`config.mk`:
```
export PLATFORM = sky130hd
export DESIGN_NAME = tm_clause_feedback
export DESIGN_NICKNAME = d
export VERILOG_FILES = /design/src/rtl/tm_pkg.sv /design/src/rtl/tm_lfsr.sv /design/src/rtl/tm_clause_feedback.sv
export SDC_FILE = /design/constraint.sdc
export NUM_CORES = 1
export LEC_CHECK = 0
export CAP_MARGIN = 40
export CORE_MARGIN = 4
export CORE_UTILIZATION = 50
export CTS_CLUSTER_DIAMETER = 80
export DETAILED_ROUTE_END_ITERATION = 10
export HOLD_SLACK_MARGIN = 0.12
export MAX_ROUTING_LAYER = met4
export PLACE_DENSITY = 0.72
export SLEW_MARGIN = 20
export SYNTH_ARGS = -nofsm -noshare
export SYNTH_HDL_FRONTEND = slang
export SYNTH_SLANG_ARGS = --single-unit
```
`constraint.sdc`:
```
create_clock -name clk -period 4.2 [get_ports clk]
set_clock_uncertainty 0.15 [all_clocks]
set_input_delay 1.26 -clock clk [delete_from_list [all_inputs] [get_ports clk]]
set_output_delay 1.26 -clock clk [all_outputs]
set_load 0.03 [all_outputs]
```
`src/rtl/tm_pkg.sv`:
```
// Shared types for the Tsetlin machine training path: feedback encoding, control states and
// Galois LFSR tap masks.
package tm_pkg;

  typedef enum logic [1:0] {
    FB_NONE    = 2'b00,
    FB_TYPE_I  = 2'b01,
    FB_TYPE_II = 2'b10
  } fb_type_t;

  typedef enum logic [1:0] {
    StIdle,
    StSum,
    StIssue,
    StDone
  } fb_state_e;

  // Right-shifting Galois masks (bit k-1 set for tap k) of maximal-length polynomials.
  function automatic logic [63:0] lfsr_taps(input int unsigned width);
    case (width)
      3:       return 64'h6;
      4:       return 64'hC;
      5:       return 64'h14;
      6:       return 64'h30;
      7:       return 64'h60;
      8:       return 64'hB8;
      16:      return 64'hB400;
      24:      return 64'hE10000;
      32:      return 64'h8020_0003;
      default: return 64'h0;
    endcase
  endfunction

endpackage

```
`src/rtl/tm_lfsr.sv`:
```
// Galois LFSR that steps only when enable is high; state starts from SEED on reset.
module tm_lfsr
  import tm_pkg::*;
#(
  parameter int unsigned       LFSR_W = 16,
  parameter logic [LFSR_W-1:0] SEED   = LFSR_W'(16'hACE1)
) (
  input  logic              clk,
  input  logic              rst,
  input  logic              enable,
  output logic [LFSR_W-1:0] state
);

  localparam logic [LFSR_W-1:0] Taps = LFSR_W'(lfsr_taps(LFSR_W));

  logic [LFSR_W-1:0] state_q, state_d;

  always_comb begin
    state_d = state_q;
    if (enable) begin
      state_d = {1'b0, state_q[LFSR_W-1:1]} ^ (state_q[0] ? Taps : '0);
    end
  end

  always_ff @(posedge clk or posedge rst) begin
    if (rst) begin
      state_q <= SEED;
    end else begin
      state_q <= state_d;
    end
  end

  assign state = state_q;

endmodule

```
`src/rtl/tm_clause_feedback.sv`:
```
// Recomputes the clamped clause vote for a captured sample and streams per-clause feedback.
// Define TM_FEEDBACK_SKIP_EN to suppress beats for unselected clauses.
module tm_clause_feedback
  import tm_pkg::*;
#(
  parameter int unsigned       N_CLAUSES = 2,
  parameter int unsigned       T         = 2,
  parameter int unsigned       LFSR_W    = 16,
  parameter logic [LFSR_W-1:0] LFSR_SEED = 16'hACE1
) (
  input  logic                           clk,
  input  logic                           rst,
  input  logic                           in_valid,
  output logic                           in_ready,
  input  logic [N_CLAUSES-1:0]           pos_clause,
  input  logic [N_CLAUSES-1:0]           neg_clause,
  input  logic                           target,
  output logic                           decision,
  output logic                           fb_valid,
  input  logic                           fb_ready,
  output logic [$clog2(2*N_CLAUSES)-1:0] fb_idx,
  output logic [1:0]                     fb_type,
  output logic                           done
);

  localparam int unsigned NT    = 2 * N_CLAUSES;
  localparam int unsigned IW    = $clog2(NT);
  localparam int unsigned VW    = $clog2(N_CLAUSES + 1) + 1;
  localparam int unsigned PW    = $clog2(2 * T + 1);
  localparam int unsigned PRODW = LFSR_W + PW + 1;

  localparam logic [IW-1:0]    LastIdx = IW'(NT - 1);
  localparam logic [IW-1:0]    NegBase = IW'(N_CLAUSES);
  localparam logic [PRODW-1:0] TwoT    = PRODW'(2 * T);

  fb_state_e            state_q, state_d;
  logic [N_CLAUSES-1:0] pos_q, pos_d, neg_q, neg_d;
  logic                 y_q, y_d, decision_q, decision_d;
  logic [PW-1:0]        p_q, p_d;
  logic [IW-1:0]        idx_q, idx_d;

  logic [LFSR_W-1:0]    lfsr;
  logic                 issue, sel, is_neg, adv;
  logic [VW-1:0]        pc_pos, pc_neg;
  logic signed [VW-1:0] vote;
  int signed            vote_c, p_int;
  fb_type_t             fb_type_v;

  tm_lfsr #(
    .LFSR_W(LFSR_W),
    .SEED  (LFSR_SEED)
  ) u_lfsr (
    .clk   (clk),
    .rst   (rst),
    .enable(issue & adv),
    .state (lfsr)
  );

  // Vote sum and selection probability numerator p (out of 2T).
  always_comb begin
    pc_pos = '0;
    pc_neg = '0;
    for (int i = 0; i < int'(N_CLAUSES); i++) begin
      pc_pos = pc_pos + VW'(pos_q[i]);
      pc_neg = pc_neg + VW'(neg_q[i]);
    end
    vote   = $signed(pc_pos - pc_neg);
    vote_c = int'(vote);
    if (vote_c > int'(T)) begin
      vote_c = int'(T);
    end else if (vote_c < -int'(T)) begin
      vote_c = -int'(T);
    end
    p_int = y_q ? int'(T) - vote_c : int'(T) + vote_c;
  end

  assign issue  = (state_q == StIssue);
  assign sel    = (PRODW'(lfsr) * TwoT) < (PRODW'(p_q) << LFSR_W);
  assign is_neg = (idx_q >= NegBase);

`ifdef TM_FEEDBACK_SKIP_EN
  assign adv      = ~sel | fb_ready;
  assign fb_valid = issue & sel;
`else
  assign adv      = fb_ready;
  assign fb_valid = issue;
`endif

  always_comb begin
    state_d    = state_q;
    pos_d      = pos_q;
    neg_d      = neg_q;
    y_d        = y_q;
    decision_d = decision_q;
    p_d        = p_q;
    idx_d      = idx_q;
    unique case (state_q)
      StIdle: begin
        if (in_valid) begin
          pos_d   = pos_clause;
          neg_d   = neg_clause;
          y_d     = target;
          state_d = StSum;
        end
      end
      StSum: begin
        decision_d = ~vote[VW-1];
        p_d        = PW'(p_int);
        idx_d      = '0;
        state_d    = StIssue;
      end
      StIssue: begin
        if (adv) begin
          if (idx_q == LastIdx) begin
            state_d = StDone;
          end else begin
            idx_d = idx_q + 1'b1;
          end
        end
      end
      StDone: begin
        idx_d   = '0;
        state_d = StIdle;
      end
    endcase
  end

  always_ff @(posedge clk or posedge rst) begin
    if (rst) begin
      state_q    <= StIdle;
      pos_q      <= '0;
      neg_q      <= '0;
      y_q        <= 1'b0;
      decision_q <= 1'b0;
      p_q        <= '0;
      idx_q      <= '0;
    end else begin
      state_q    <= state_d;
      pos_q      <= pos_d;
      neg_q      <= neg_d;
      y_q        <= y_d;
      decision_q <= decision_d;
      p_q        <= p_d;
      idx_q      <= idx_d;
    end
  end

  always_comb begin
    fb_type_v = FB_NONE;
    if (issue && sel) begin
      fb_type_v = (y_q ^ is_neg) ? FB_TYPE_I : FB_TYPE_II;
    end
  end

  assign fb_type  = fb_type_v;
  assign fb_idx   = idx_q;
  assign in_ready = (state_q == StIdle);
  assign done     = (state_q == StDone);
  assign decision = decision_q;

endmodule

```
==> flow_summary.ini <==
[clock_tree]
post_cts_buffers = 0
tritoncts = done
h-tree-depth = 2
clk_path_buf_depth = 2
cts_resized = 0
cts.clk_slew.worst_paths_ns = 0.10
cts_buffers = 5
clk_latency_ns = 0.32
hold_buffers = 0
cts_root_buffer = clkbuf_4
cts_num_sinks = 29

[grt]
grt_pass1_vias = 986
overflow = 0
grt_max_degree = 22
grt_use_total_pct = 16.1
antenna_found_initial = 0
grt_pass1_wl_mm = 4.68

[power]
leakagePower_uw = 0.000822
power_frac_comb_pct = 56.1
switching_share_pct = 41.3
max-vdd-ir-drop_mv = 0.553
finalPower_uw = 1270
power.switching_uw = 523
powerDensity_nw_per_um2 = 726
p_seq_share_pct = 31.1
power.share.clock_pct = 12.8
p_int_uw = 742

[setup_path]
critPathArrivalTime_ns = 2.18
end_kind = output port
r2r_setup_slack_ns = 1.56
required_ns = 2.79
cp-start-kind = flip-flop
worst_r2r_path_depth = 9
r2r-start = pos_q[1]
r2r_end = p_q[2]
path_class = flip-flop to output port
cp_max_fo = 5

[drt]
wl_mm = 2.61
post_drt_via_cell_ratio = 5.31
highest_layer = met4
dr_wl_met2_mm = 1.32
ant_nets = 0
dr_wl_met3_um = 39
routedWlPerCell_um = 15.4
wirelength_met1_mm = 1.23
drt_iter0_markers = 22
vias = 903
drc = 0
firstDrtPassIters = 4

[floorplanning]
core_area_um2 = 2810
row_count = 19
die_x_um = 62.8
die_y_um = 62.8
io_pins = 17
start_util_pct = 53.5
die_area_um2 = 3940

[synth]
synthCells = 116
ys_seq_area_share_pct = 49.0
syn-num-nets = 137
ys_ff_latch = 29
ys_types = 26
synth_area_um2 = 1500
syn_area_per_cell_um2 = 12.9
synth_warnings = 0

[placed_design]
place.gp.congestion = 0.782
port_buffers = 16
hpwlAfterDp_mm = 1.96

[timing]
fmax_ghz = 0.279
maxSlewHeadroom_pct = 50.2
rsz0062_at_grt = no
drv_slew = 0
fin_crit_ns = 3.59
tns_ns = 0
finalSetupViolations = 0
hold_viol = 0
worst_pin_slew_ns = 0.746
whs_ns = 0.342
period_share_pct = 85.4

[final_layout]
final_cell_mix = dfrtp_1 (21), clkdlybuf4s50_1 (16), mux2_4 (12)
n_fill_cell = 227
final_common_cell = dfrtp_1
diodes = 0
layout-drive-gt1-share_pct = 30.9
fin_nets = 159
area.growth.synth_to_final_pct = 16.1

[min_path]
whs_path_depth = 2
min_to = u_lfsr.state[10]
hp-start = u_lfsr.state[10]
hp-class = flip-flop to flip-flop

[job]
max_cap_violations = 0

[outcome]
status = finished clean
power by group through the flow:
| stage | Combinational [uW] | Sequential (uW) | Clock [uW] |
|---|---|---|---|
| 2_1_floorplan | 519 | 410 | 0 |
| 3_3_place_gp | 676 | 395 | 0 |
| 3_5_place_dp | 707 | 400 | 0 |
| 4_1_cts | 717 | 395 | 169 |
| 5_1_grt | 787 | 405 | 184 |
| 6_report | 710 | 394 | 162 |
cell usage after synthesis:
cell type | number | area share [%]
inv_1 | 10 | 2.5
nand2_1 | 5 | 1.3
buf_6 | 2 | 1.5
xor2_1 | 1 | 0.58
nor4b_4 | 1 | 1.6
fa_1 | 1 | 1.3
o21ai_0 | 4 | 1.3
nor3_1 | 1 | 0.33
a22o_1 | 1 | 0.58
o21a_1 | 1 | 0.50
clkbuf_2 | 1 | 0.33
ha_1 | 11 | 9.2
mux2_4 | 12 | 12
nor2_1 | 7 | 1.8
a21oi_1 | 5 | 1.7
dfstp_2 | 8 | 14
dfrtp_1 | 21 | 35
o221ai_1 | 1 | 0.58
a21o_1 | 1 | 0.50
nor2b_1 | 3 | 1.3
o22a_2 | 1 | 0.67
nand2_2 | 1 | 0.42
xnor2_1 | 4 | 2.3
nand3b_1 | 1 | 0.50
nand2b_1 | 2 | 0.83
mux2_2 | 10 | 7.5
logic make-up after synthesis:
group / count (synthesis) / synth area share [%]
XOR/XNOR: 5 / 2.92
flip-flops: 29 / 49.0
AO/OA/AOI/OAI: 14 / 5.83
AND/OR/NAND/NOR: 21 / 7.92
buffers and inverters: 13 / 4.33
multiplexers: 22 / 19.5
adder cells (fa/ha/maj): 12 / 10.5
routing by layer:
| metal | global-route usage, % | vias to the layer above |
|---|---|---|
| met3 | 3.78 | 2 |
| met4 | 8.26 | 0 |
| li1 | - | 436 |
| met2 | 24.4 | 12 |
| met1 | 20.1 | 453 |
| met5 | - | - |
metrics by stage:
stage / area (um2) / std cells / util (%) / worst slack, ns
after global placement: 1690 / 162 / 60.2 / 1.00
after floorplan: 1500 / 116 / - / 1.18
final: 1740 / 170 / 62.1 / 0.613
after CTS: 1740 / 170 / 62.1 / 0.567
after global routing: 1740 / 170 / 62.1 / 0.423
after detailed placement: 1690 / 162 / 60.2 / 0.938
flip-flops by register name (all words and copies together), names as in the netlist:
| name | cells |
|---|---|
| decision | 1 |
| y_q | 1 |
| state_q | 2 |
| neg_q | 2 |
| pos_q | 2 |
| p_q | 3 |
| u_lfsr.state | 16 |
| fb_idx | 2 |
critical path, stage by stage (launching register included):
cell	delay [ns]
dfrtp_1	0.42
inv_1	0.07
ha_1	0.19
nor2_1	0.11
xor2_1	0.20
nor2b_1	0.17
clkdlybuf4s50_1	0.69
area by class of cell:
type	instances	area [um2]	share of cell area, %
Timing Repair Buffer	18	175	10.1
Tap cell	31	38.8	2.23
Sequential cell	29	736	42.2
Inverter	10	37.5	2.15
Clock inverter	3	17.5	1.01
Multi-Input combinational cell	74	701	40.2
Clock buffer	5	37.5	2.15
worst max path at each step:
stage | from | end | slack (ns)
after floorplan | state_q[0] | fb_type[1] | 1.18
after global placement | fb_idx[0] | fb_type[1] | 1.00
after detailed placement | state_q[0] | fb_type[1] | 0.94
after CTS | state_q[0] | fb_type[1] | 0.57
after global routing | fb_idx[0] | fb_type[1] | 0.42
final | fb_idx[0] | fb_type[1] | 0.61
Power figures use the tool's default switching activity.
